`config.mk`:
```
export PLATFORM = sky130hd
export DESIGN_NAME = mem_lsu
export DESIGN_NICKNAME = d
export VERILOG_FILES = /design/src/rtl/mem_lsu_pkg.sv /design/src/rtl/mem_align.sv /design/src/rtl/mem_lsu.sv
export SDC_FILE = /design/constraint.sdc
export NUM_CORES = 1
export LEC_CHECK = 0
export ABC_AREA = 1
export CAP_MARGIN = 20
export CORE_ASPECT_RATIO = 0.6
export CORE_MARGIN = 2
export CORE_UTILIZATION = 31
export CTS_BUF_LIST = sky130_fd_sc_hd__clkbuf_16
export DETAILED_ROUTE_END_ITERATION = 16
export PLACE_DENSITY = 0.79
export SLEW_MARGIN = 30
export SYNTH_ARGS = -nofsm -noshare
export SYNTH_HDL_FRONTEND = slang
export SYNTH_SLANG_ARGS = --single-unit
```
`constraint.sdc`:
```
create_clock -name clk_i -period 1.9 [get_ports clk_i]
set_input_delay 0.475 -clock clk_i [delete_from_list [all_inputs] [get_ports clk_i]]
set_output_delay 0.475 -clock clk_i [all_outputs]
set_load 0.02 [all_outputs]
```
`src/rtl/mem_lsu_pkg.sv`:
```
// Shared encodings for the MEM-stage load/store unit: funct3 codes,
// FSM states and the byte-enable width.
package mem_lsu_pkg;

  localparam logic [2:0] LB  = 3'b000;
  localparam logic [2:0] LH  = 3'b001;
  localparam logic [2:0] LW  = 3'b010;
  localparam logic [2:0] LBU = 3'b100;
  localparam logic [2:0] LHU = 3'b101;
  localparam logic [2:0] SB  = 3'b000;
  localparam logic [2:0] SH  = 3'b001;
  localparam logic [2:0] SW  = 3'b010;

  localparam int BE_WIDTH = 4;

  typedef enum logic {
    MEM_IDLE = 1'b0,
    MEM_WAIT = 1'b1
  } state_t;

endpackage

```
`src/rtl/mem_align.sv`:
```
// Lane steering for the 32-bit data bus: store byte enables/replication,
// load extraction with sign/zero extension, and the alignment check.
module mem_align
  import mem_lsu_pkg::*;
(
  input  logic [2:0]          funct3,
  input  logic [1:0]          off,
  input  logic [31:0]         sdata,
  input  logic [31:0]         rdata,
  output logic [BE_WIDTH-1:0] be,
  output logic [31:0]         wdata,
  output logic [31:0]         ldata,
  output logic                misalign
);

  logic [7:0]  rbyte;
  logic [15:0] rhalf;

  assign rbyte = rdata[{off, 3'b000} +: 8];
  assign rhalf = off[1] ? rdata[31:16] : rdata[15:0];

  // Sizing ignores funct3[2] so LBU/LHU share the byte/half lane logic.
  always_comb begin
    be       = 4'b1111;
    wdata    = sdata;
    misalign = |off;
    case (funct3)
      SB, LBU: begin
        be       = 4'b0001 << off;
        wdata    = {4{sdata[7:0]}};
        misalign = 1'b0;
      end
      SH, LHU: begin
        be       = off[1] ? 4'b1100 : 4'b0011;
        wdata    = {2{sdata[15:0]}};
        misalign = off[0];
      end
      SW:      ;
      default: ;
    endcase
  end

  always_comb begin
    ldata = rdata;
    case (funct3)
      LB:      ldata = {{24{rbyte[7]}}, rbyte};
      LBU:     ldata = {24'd0, rbyte};
      LH:      ldata = {{16{rhalf[15]}}, rhalf};
      LHU:     ldata = {16'd0, rhalf};
      LW:      ldata = rdata;
      default: ;
    endcase
  end

endmodule

```
`src/rtl/mem_lsu.sv`:
```
// MEM pipeline stage: ALU pass-through plus RV32 loads/stores over a
// req/gnt/rvalid bus, with stall, misalignment and timeout reporting.
module mem_lsu
  import mem_lsu_pkg::*;
#(
  parameter int DATA_WIDTH  = 32,
  parameter int ADDR_WIDTH  = 32,
  parameter int RADDR_WIDTH = 5,
  parameter int TIMEOUT     = 255,
  parameter int CNT_WIDTH   = $clog2(TIMEOUT + 1)
) (
  input  logic                   clk_i,
  input  logic                   rst_n_i,
  input  logic                   valid_i,
  input  logic [RADDR_WIDTH-1:0] reg_waddr_i,
  input  logic                   reg_we_i,
  input  logic [DATA_WIDTH-1:0]  reg_wdata_i,
  input  logic                   mem_re_i,
  input  logic                   mem_we_i,
  input  logic [2:0]             mem_funct3_i,
  input  logic [ADDR_WIDTH-1:0]  mem_addr_i,
  input  logic [DATA_WIDTH-1:0]  mem_sdata_i,
  output logic                   dbus_req_o,
  output logic                   dbus_we_o,
  output logic [ADDR_WIDTH-1:0]  dbus_addr_o,
  output logic [BE_WIDTH-1:0]    dbus_be_o,
  output logic [DATA_WIDTH-1:0]  dbus_wdata_o,
  input  logic                   dbus_gnt_i,
  input  logic                   dbus_rvalid_i,
  input  logic [DATA_WIDTH-1:0]  dbus_rdata_i,
  output logic [RADDR_WIDTH-1:0] reg_waddr_o,
  output logic                   reg_we_o,
  output logic [DATA_WIDTH-1:0]  reg_wdata_o,
  output logic                   stall_o,
  output logic                   misalign_o,
  output logic                   bus_err_o
);

  if (DATA_WIDTH != 32) begin : g_bad_width
    $error("mem_lsu: only DATA_WIDTH=32 is supported");
  end
  if (TIMEOUT < 1) begin : g_bad_timeout
    $error("mem_lsu: TIMEOUT must be >= 1");
  end

  state_t                 state, state_nxt;
  logic [CNT_WIDTH-1:0]   cnt;
  logic [1:0]             off_q;
  logic [2:0]             funct3_q;
  logic                   re_q;
  logic [RADDR_WIDTH-1:0] waddr_q;

  logic                   in_wait, is_mem, req;
  logic [2:0]             al_funct3;
  logic [1:0]             al_off;
  logic [BE_WIDTH-1:0]    al_be;
  logic [DATA_WIDTH-1:0]  al_wdata, al_ldata;
  logic                   al_mis;

  assign in_wait   = (state == MEM_WAIT);
  assign is_mem    = valid_i & (mem_re_i | mem_we_i);
  // The aligner formats the live request in IDLE and the latched one in WAIT.
  assign al_funct3 = in_wait ? funct3_q : mem_funct3_i;
  assign al_off    = in_wait ? off_q : mem_addr_i[1:0];
  assign req       = ~in_wait & is_mem & ~al_mis;

  mem_align u_align (
    .funct3   (al_funct3),
    .off      (al_off),
    .sdata    (mem_sdata_i),
    .rdata    (dbus_rdata_i),
    .be       (al_be),
    .wdata    (al_wdata),
    .ldata    (al_ldata),
    .misalign (al_mis)
  );

  // Outputs are forced low while reset is asserted, even mid-cycle.
  always_comb begin
    state_nxt    = state;
    dbus_req_o   = 1'b0;
    dbus_we_o    = 1'b0;
    dbus_addr_o  = '0;
    dbus_be_o    = '0;
    dbus_wdata_o = '0;
    reg_waddr_o  = '0;
    reg_we_o     = 1'b0;
    reg_wdata_o  = '0;
    stall_o      = 1'b0;
    misalign_o   = 1'b0;
    bus_err_o    = 1'b0;
    if (rst_n_i) begin
      case (state)
        MEM_IDLE: begin
          if (valid_i && !is_mem) begin
            reg_waddr_o = reg_waddr_i;
            reg_we_o    = reg_we_i;
            reg_wdata_o = reg_wdata_i;
          end else if (is_mem && al_mis) begin
            misalign_o = 1'b1;
          end else if (req) begin
            dbus_req_o   = 1'b1;
            dbus_we_o    = mem_we_i;
            dbus_addr_o  = {mem_addr_i[ADDR_WIDTH-1:2], 2'b00};
            dbus_be_o    = al_be;
            dbus_wdata_o = al_wdata;
            stall_o      = 1'b1;
            if (dbus_gnt_i) state_nxt = MEM_WAIT;
          end
        end
        MEM_WAIT: begin
          stall_o = 1'b1;
          if (dbus_rvalid_i) begin
            stall_o     = 1'b0;
            state_nxt   = MEM_IDLE;
            reg_waddr_o = waddr_q;
            reg_we_o    = re_q;
            reg_wdata_o = re_q ? al_ldata : '0;
          end else if (cnt == CNT_WIDTH'(TIMEOUT)) begin
            stall_o   = 1'b0;
            bus_err_o = 1'b1;
            state_nxt = MEM_IDLE;
          end
        end
        default: state_nxt = MEM_IDLE;
      endcase
    end
  end

  always_ff @(posedge clk_i or negedge rst_n_i) begin
    if (!rst_n_i) begin
      state    <= MEM_IDLE;
      cnt      <= '0;
      off_q    <= '0;
      funct3_q <= '0;
      re_q     <= 1'b0;
      waddr_q  <= '0;
    end else begin
      state <= state_nxt;
      if (req && dbus_gnt_i) begin
        off_q    <= mem_addr_i[1:0];
        funct3_q <= mem_funct3_i;
        re_q     <= mem_re_i;
        waddr_q  <= reg_waddr_i;
        cnt      <= '0;
      end else if (in_wait) begin
        cnt <= cnt + 1'b1;
      end
    end
  end

endmodule

```
Word level (Yosys, flattened, before mapping)
Index checks and enable logic that the tools add are counted.
{"block": "op_classes", "n_addsub": 1, "eq_ne": 4, "shift": 2, "muxes": 65, "n_bitwise": 6, "reduce_logical": 9}
{"operator": "two-way mux 32 bit", "n": 14}
{"operator": "one-hot mux 32 bit (2 select lines)", "n": 2}
{"operator": "one-hot mux 32 bit (4 select lines)", "n": 1}
{"operator": "variable part select 32 x 6 -> 8 bit", "n": 1}
{"operator": "two-way mux 1 bit", "n": 28}
{"operator": "two-way mux 4 bit", "n": 6}
{"operator": "two-way mux 16 bit", "n": 1}
{"operator": "two-way mux 8 bit", "n": 2}
{"operator": "two-way mux 5 bit", "n": 3}
{"operator": "one-hot mux 5 bit (2 select lines)", "n": 1}
{"operator": "adder 8 x 1 -> 8 bit, second input constant", "n": 1}
{"operator": "equality test 8 bit, second input constant", "n": 1}
{"operator": "one-hot mux 1 bit (2 select lines)", "n": 4}
{"operator": "one-hot mux 4 bit (2 select lines)", "n": 1}
{"operator": "equality test 3 bit, second input constant", "n": 2}
{"operator": "OR reduction 2 bit", "n": 3}
{"operator": "left shift 1 x 2 -> 4 bit, first input constant", "n": 1}
{"operator": "AND 1 bit", "n": 3}
{"operator": "equality test 3 x 1 -> 1 bit, second input constant", "n": 1}
{"operator": "logical AND 1 bit", "n": 3}
{"operator": "logical NOT 3 bit", "n": 1}
{"operator": "two-way mux 3 bit", "n": 1}
{"operator": "two-way mux 2 bit", "n": 1}
{"operator": "NOT 1 bit", "n": 2}
{"operator": "3 further kinds", "n": 3}
{"block": "totals", "register_bits": 20, "in_bits": 144, "elab_cells": 93}

Depth between registers and ports, before layout
Gate-level depths: netlist of run 1.
{"block": "logic_depth", "word_depth": 11, "mapped_depth": 12}

Cells and area by module
From an unflattened synthesis of run 1, not the netlist that was laid out.
{"block": "hier_totals", "cells_unflattened": 730, "area_unflattened_um2": 3928.8}
{"module": "mem_lsu", "n_inst": 1, "cells_each": 450, "area_each_um2": 2514.9}
{"module": "mem_align", "n_inst": 1, "cells_each": 280, "area_each_um2": 1413.9}

Least setup slack after synthesis of run 1
No wires, ideal clock.
{"block": "synth_path", "kind": "register -> output", "from": "register state (netlist: in_wait)", "to": "output port dbus_be_o[2]", "arrival_ns": 1.821, "required_ns": 1.425, "slack_ns": -0.396, "path_stages_with_launch": 9, "cell_sequence": "dfrtp_1 > buf_6 > inv_4 > buf_12 > nand2_8 > nand2_4 > buf_2 > o21ai_0 > nor4_1"}
{"block": "synth_via", "elab_chain_len": 11, "elab_cells_between_ends": 23}
{"element": "from (decl)", "line": "mem_lsu.sv:46", "rtl": "state_t state, state_nxt;"}
{"element": "from (signal assigned)", "line": "mem_lsu.sv:139", "rtl": "state <= state_nxt;"}
{"element": "two-way mux 3 bit", "line": "mem_lsu.sv:63", "rtl": "assign al_funct3 = in_wait ? funct3_q : mem_funct3_i;"}
{"element": "equality test 3 x 1 -> 1 bit, or another cell as far along", "line": "mem_align.sv:27", "rtl": "case (funct3)"}
{"element": "OR reduction 2 bit", "line": "mem_align.sv:27"}
{"element": "one-hot mux 1 bit (2 select lines)", "line": "mem_align.sv:27"}
{"element": "NOT 1 bit", "line": "mem_lsu.sv:65", "rtl": "assign req = ~in_wait & is_mem & ~al_mis;"}
{"element": "AND 1 bit", "line": "mem_lsu.sv:65"}
{"element": "two-way mux 4 bit", "line": "mem_lsu.sv:101", "rtl": "end else if (req) begin"}
{"element": "two-way mux 4 bit", "line": "mem_lsu.sv:99", "rtl": "end else if (is_mem && al_mis) begin"}
{"element": "two-way mux 4 bit", "line": "mem_lsu.sv:95", "rtl": "if (valid_i && !is_mem) begin"}
{"element": "two-way mux 4 bit *", "line": "mem_lsu.sv:93", "rtl": "case (state)"}
{"element": "two-way mux 4 bit *", "line": "mem_lsu.sv:92", "rtl": "if (rst_n_i) begin"}
{"element": "to (decl)", "line": "mem_lsu.sv:26", "rtl": "output logic [BE_WIDTH-1:0] dbus_be_o,"}
Mark *: on every way between the ends. The rest lies on a longest branch, timed or not.

Worst setup path in the final report of run 1
{"block": "layout_path", "from": "register state (netlist: in_wait)", "to": "output port reg_wdata_o[8]"}
{"block": "layout_via", "elab_chain_len": 7, "elab_cells_between_ends": 14}
{"element": "two-way mux 2 bit or two-way mux 3 bit (tied branches)", "line": "mem_lsu.sv:64, mem_lsu.sv:63"}
{"element": "variable part select 32 x 6 -> 8 bit, or another cell as far along", "line": "mem_align.sv:19", "rtl": "assign rbyte = rdata[{off, 3'b000} +: 8];"}
{"element": "one-hot mux 32 bit (4 select lines)", "line": "mem_align.sv:45", "rtl": "case (funct3)"}
{"element": "two-way mux 32 bit", "line": "mem_lsu.sv:118", "rtl": "reg_wdata_o = re_q ? al_ldata : '0;"}
{"element": "two-way mux 32 bit", "line": "mem_lsu.sv:113", "rtl": "if (dbus_rvalid_i) begin"}
{"element": "one-hot mux 32 bit (2 select lines) *", "line": "mem_lsu.sv:93"}
{"element": "two-way mux 32 bit *", "line": "mem_lsu.sv:92"}
{"element": "to (decl)", "line": "mem_lsu.sv:33", "rtl": "output logic [DATA_WIDTH-1:0] reg_wdata_o,"}
Marked as above.

==> results of run 1 <==
==> sequential cells by signal, summed over array words and instances (netlist names) <==
name      cells
cnt           8
waddr_q       5
funct3_q      3
off_q         2
in_wait       1
re_q          1
==> timing repair <==
action                     in CTS  in global routing
setup endpoints to repair     127                129
gates cloned                    8                  3
resized for setup             727                152
buffers inserted               28                 14
pin swaps                      28                 34
hold buffers                    0                  0
==> cell families after synthesis <==
kind of cell | count (synthesis) | synth area share (%)
compound gates | 141 | 23.4
xor+xnor | 1 | 0.268
fa+ha+maj | 1 | 0.383
buf+inv | 150 | 20.0
flops | 20 | 15.3
other cells | 1 | 0.115
simple gates | 297 | 40.5
==> area by class of cell <==
class,instances,share of cell area (%)
clock buffer,3,0.864
inverter,110,5.14
timing repair buffer,375,44.8
multi-input combinational,444,41.1
sequential,20,5.81
clock inverter,1,0.346
tap,135,1.94
antenna,1,0.0288
==> worst reg2reg max path, delay by kind of cell (launching register included) <==
kind | cells | cell delay (ns)
DFF | 1 | 0.53
and+or+nand+nor | 6 | 1.17
buffers and inverters | 2 | 0.73
==> synthesized netlist by cell type, types with 3 or more instances <==
master,count
nor2_1,86
inv_1,107
clkbuf_1,15
or2_2,4
a211oi_1,13
buf_2,11
dfrtp_1,20
nor3_1,14
nand2_2,7
buf_4,9
nand2_4,5
o21ai_0,50
a21oi_1,65
nand2_1,133
nand3_1,35
nor3_2,3
o22ai_1,7
buf_6,3
==> path summary, 6_finish.rpt <==
path,startpoint,to,slack (ns),depth (start not counted)
min in group clk_i,funct3_q[1]$_DFFE_PN0P_,funct3_q[1]$_DFFE_PN0P_,0.54,2
worst min-delay path,rst_n_i,funct3_q[1]$_DFFE_PN0P_,0.52,2
worst min register to register,funct3_q[1]$_DFFE_PN0P_,funct3_q[1]$_DFFE_PN0P_,0.54,2
worst max register to register,in_wait$_DFFE_PN0P_,cnt[5]$_DFFE_PN0P_,-0.62,8
worst max-delay path,in_wait$_DFFE_PN0P_,reg_wdata_o[8],-0.88,12
max in group asynchronous,rst_n_i,cnt[7]$_DFFE_PN0P_,1.19,2
==> per-layer routing <==
metal  track usage, %  part of all wire (%)  vias up
met5                0                     0        -
met4             18.2                    10        0
met3             8.62                    14      295
met2             66.1                    44      759
met1             40.8                    33     3034
li1                 -                     -     2622
==> power by group through the flow <==
stage               combinational, mW  clock, mW  sequential, mW
global route                     4.89      0.628           0.748
floorplan                        1.88          0           0.653
CTS                              3.90      0.588           0.675
detailed placement               3.22          0           0.679
finish                           4.74      0.628           0.754
global placement                 3.11          0           0.666
==> impl_metrics.csv, run 1 <==
group,metric,value,unit
power,pwr-share-comb,77.4,%
power,p_leak,4.06,nW
flow_run,max-cap-violations,0,
floorplan,io_pins,255,
placed_design,dp.cells,1039,
clocking,numClockSinks,20,
placed_design,dpl_cell_area,7190,sq um
routing,drtIter0Drc,715,
critical_path,path_buf_inv,4,
critical_path,end_kind,"output port",
clocking,cts-root-buf,"clkbuf_16",
routing,ant_nets,0,
clocking,cts_tree,"built",
synthesis,synth_area_per_cell,5.34,sq um
clocking,htreeDepth,1,
finish,design_area,8690,sq um
routing,viasPerCell,6.16,
min_path,hp-class,"in -> async",
synthesis,syn_inst,611,
global_routing,grt_max_degree,46,
finish,most-common-layout-cells,"133 x clkdlybuf4s50_1, 117 x buf_4, 98 x inv_1",
critical_path,max_stage_delay,0.57,ns
sta,fin_crit,2.78,ns
sta,holdWs,0.520,ns
finish,regArea,504,sq um
routing,drc,0,
global_routing,grt_overflow_total,0,
power,vdd_drop_max,670,uV
routing,dr.pass1.iters,11,
floorplan,start_util,32.5,%
finish,drive_gt1_share,49.8,%
sta,finalCritPeriodShare,146,%
run_status,violations,"setup timing",
synthesis,ys_seq_area_share,15.3,%
global_routing,gr-usage-all-layers,37.0,%
synthesis,synth_edf_count,0,
global_routing,grt_pass1_vias,6324,
floorplan,die-area,11400,sq um
power,power.net_switching,3.17,mW
run_status,status,"finished, violations left",
synthesis,synth_ff_type,"dfrtp_1",
sta,maxSlewHeadroom,45.5,%
power,swShare,51.8,%
synthesis,netlist.area_leader.share,15.3,%
critical_path,crit_fanout,6,
power,p_per_area,705,nW/um^2
sta,maxSlewViolCount,0,
sta,clock_skew,0.00681,ns
finish,final_nets,1099,
critical_path,crit_family,"simple AND/OR/NAND/NOR gates",
clocking,numCtsBuffers,3,
floorplan,core,10100,sq um
clocking,clk_path_buf_depth,2,
critical_path,setup.worst_path.class,"reg -> out",
finish,stdcell_count,1089,
routing,routed_wl,27.9,mm
sta,max_freq,360,MHz
finish,area_delta_synth_final,166,%
sta,hold_violations,0,
critical_path,critPathLaunchType,"flop",
clocking,clk_pin_slew_worst_paths,0.07,ns
placed_design,dp_slack,-1.26,ns
finish,nFillCells,407,
floorplan,rows,28,
placed_design,place.gp.congestion,0.853,
finish,final_common_cell,"clkdlybuf4s50_1",
synthesis,ys_ff_latch,20,
synthesis,ys_types,38,
synthesis,synth.area.top_cells,"dfrtp_1 15%, nand2_1 15%, inv_1 12%",
floorplan,dieWidth,137,um
global_routing,antenna_found_initial,1,
critical_path,worst_ep_arrival_time,2.31,ns
routing,routedWlPerCell,25.6,um
floorplan,die_h,83.5,um
critical_path,crit_path_cell_trace,"clkinv_8, buf_12, nand2_8, nand2_8, nand2_4, nand3_4, nand3_4, buf_4, nand2_1, nand2_1, a21oi_2, buf_4",
critical_path,critPathRequiredTime,1.42,ns
power,pwr-share-clk,10.3,%
synthesis,synthesis.area,3270,sq um
power,p_seq_share,12.3,%
power,p_int,2.95,mW
synthesis,yosysWarnings,0,
synthesis,async_flop_share,100,%
placed_design,portBuffers,252,
sta,setup_ws,-0.880,ns
power,totalPowerFinal,6.13,mW
synthesis,yosysTopAreaCell,"dfrtp_1",
sta,finalSetupTns,-82.13,ns
sta,tightest_slew,0.817,ns
placed_design,dp_hpwl,13.6,mm
finish,final_core_utilization,86.4,%
clocking,clk_latency,0.27,ns
critical_path,crit_path_top_delay_cell,"dfrtp_4",
routing,via_count,6710,
sta,finalSetupViolCount,129,
global_routing,grt_pass1_wl,33.1,mm
sta,rsz0062_at_grt,"true",
finish,multi_input_area,3570,sq um
Power figures use the tool's default switching activity.
==> run 2: changes to the inputs <==
CTS_CLUSTER_SIZE = 16   (was unset)
==> results of run 2 <==
No change in the layout: final DEF, timing and power equal those of run 1.
==> run 3: changes to the inputs <==
clock period = 2.36 ns   (was 1.9 ns; I/O delays follow)
==> run 3 against run 2 <==
Against the previous run: the run still ends with setup timing left; register-to-register slack improved by 1.0 ns; worst setup slack improved by 0.53 ns; highest routed layer unchanged; total power decreased by 35%; core utilization decreased by 7.2 points.
==> impl_metrics.csv, run 3 (synthesis gave the netlist of run 1 again) <==
group,metric,value,unit
routing,viasPerCell,5.06,
sta,finalSetupViolCount,108,
sta,maxSlewViolCount,0,
critical_path,worstRegToRegCells,11,
run_status,status,"finished, violations left",
sta,fin_crit,2.71,ns
finish,largestRegisters,"cnt: 8 flops, waddr_q: 5 flops, funct3_q: 3 flops",
global_routing,antenna_found_initial,0,
routing,drc,0,
floorplan,io_pins,255,
routing,routedWlPerCell,18.4,um
finish,final_nets,1080,
floorplan,die_h,83.5,um
placed_design,dp_hpwl,12.6,mm
clocking,cts_tree,"built",
global_routing,grt_overflow_total,0,
floorplan,rows,28,
critical_path,worst_ep_arrival_time,2.12,ns
routing,routed_wl,19.6,mm
sta,setup_ws,-0.354,ns
clocking,clk_path_buf_depth,2,
floorplan,core,10100,sq um
global_routing,grt_pass1_wl,25.4,mm
power,p_seq_share,14.1,%
critical_path,r2r_setup_slack,0.40,ns
clocking,htreeDepth,1,
placed_design,place.gp.congestion,0.903,
critical_path,crit_fanout,8,
routing,ant_nets,0,
critical_path,setup.worst_path.class,"reg -> out",
floorplan,die-area,11400,sq um
sta,max_freq,368,MHz
floorplan,dieWidth,137,um
clocking,cts-root-buf,"clkbuf_16",
critical_path,end_kind,"output port",
clocking,numClockSinks,20,
sta,finalCritPeriodShare,115,%
power,pwr-share-comb,77.1,%
finish,largest_reg_flops,8,
clocking,clk_pin_slew_worst_paths,0.06,ns
power,power.net_switching,1.93,mW
routing,drtIter0Drc,296,
critical_path,critPathLaunchType,"flop",
power,p_int,2.04,mW
run_status,violations,"setup timing",
global_routing,grt_max_degree,49,
power,p_leak,3.79,nW
sta,tightest_slew,0.528,ns
floorplan,start_util,32.5,%
finish,most-common-layout-cells,"133 x clkdlybuf4s50_1, 99 x inv_1, 95 x buf_6, 95 x buf_4, 83 x nand2_1",
placed_design,portBuffers,252,
critical_path,r2r_end,"funct3_q[2]$_DFFE_PN0P_",
critical_path,r2r_start,"in_wait$_DFFE_PN0P_",
clocking,clk_latency,0.25,ns
finish,drive_gt1_share,44.6,%
routing,dr.pass1.iters,5,
power,pwr-share-clk,8.8,%
finish,design_area,7960,sq um
sta,rsz0062_at_grt,"true",
power,swShare,48.6,%
finish,final_core_utilization,79.2,%
finish,area_delta_synth_final,144,%
sta,hold_violations,0,
global_routing,grt_pass1_vias,4793,
clocking,postCtsHoldBufs,0,
flow_run,max-cap-violations,0,
routing,via_count,5407,
sta,clock_skew,0.00290,ns
finish,regMostFlops,"cnt",
power,p_per_area,498,nW/um^2
sta,maxSlewHeadroom,64.8,%
critical_path,crit_start,"in_wait$_DFFE_PN0P_",
finish,final_common_cell,"clkdlybuf4s50_1",
finish,diodes,0,
min_path,hp-class,"in -> async",
placed_design,dpl_cell_area,6390,sq um
critical_path,critPathRequiredTime,1.77,ns
global_routing,gr-usage-all-layers,27.8,%
power,vdd_drop_max,616,uV
clocking,numCtsBuffers,3,
==> run 3: changes by cell type in the layout (fill, tap and decap cells not counted), sizes merged <==
cell / change
nand2: -1
buf: -22
inv: +2
clkbuf: +4
bufinv: -1
clkdlybuf4s15: +1
dlygate4sd2: -2
diode: -1
clkinv: +1
clkinvlp: -1
==> run 3: worst max-delay path by stage <==
stage | depth (start not counted) | end | slack, ns
after floorplan | 9 | dbus_wdata_o[12] | -0.06
after global routing | 12 | reg_wdata_o[1] | -0.47
after detailed placement | 11 | dbus_addr_o[23] | -1.01
after CTS | 12 | dbus_wdata_o[26] | -0.30
final | 12 | reg_wdata_o[1] | -0.35
after global placement | 11 | dbus_addr_o[29] | -0.94
==> run 3: worst max-delay path: stages, from the launching register on <==
cell	delay [ns]
dfrtp_2	0.51
clkinv_4	0.15
buf_12	0.15
nand2_4	0.06
nand2_4	0.07
nand2_2	0.11
inv_1	0.15
nand2_1	0.10
nand2_1	0.06
nand2_1	0.08
nand2_1	0.06
a21oi_1	0.18
buf_4	0.19
==> run 3: layout make-up <==
class | instances | area [sq um]
clock inverter | 1 | 3.75
fill | 658 | 2090
inverter | 110 | 445
timing repair inverter | 1 | 6.26
tap | 135 | 169
timing repair buffer | 356 | 3660
clock buffer | 3 | 75.1
multi-input combinational | 443 | 3100
sequential | 20 | 502
==> run 3: per-layer routing <==
metal	vias up	part of all wire (%)	GRT usage [%]
met3	65	7.9	4.37
li1	2576	-	-
met4	0	3.9	5.78
met1	2514	41	38.9
met2	252	47	44.8
met5	-	0	0
==> run 3: repair_timing <==
| action | in CTS | in global routing |
|---|---|---|
| resized for setup | 562 | 366 |
| pin swaps | 22 | 36 |
| gates cloned | 5 | 6 |
| endpoints found under the hold margin | 0 | 0 |
| endpoints found under the setup margin | 109 | 109 |
| setup buffers | 13 | 9 |
==> run 3: per-stage QoR <==
step	setup WS, ns	hold WS, ns	setup TNS, ns	instances	total power, mW
2_1_floorplan	-0.0577	0.294	-0.256	612	1.75
3_3_place_gp	-0.940	0.473	-92.63	1037	2.72
3_5_place_dp	-1.01	0.475	-95.99	1037	2.75
4_1_cts	-0.297	0.489	-18.96	1057	3.25
5_1_grt	-0.473	0.435	-37.14	1069	4.22
6_report	-0.354	0.420	-27.60	1069	3.97
==> run 3: power by group through the flow <==
stage	clock network (mW)	logic (mW)	registers, mW
2_1_floorplan	0	1.22	0.525
3_3_place_gp	0	2.18	0.540
3_5_place_dp	0	2.21	0.544
4_1_cts	0.349	2.36	0.543
5_1_grt	0.374	3.28	0.571
6_report	0.349	3.06	0.558
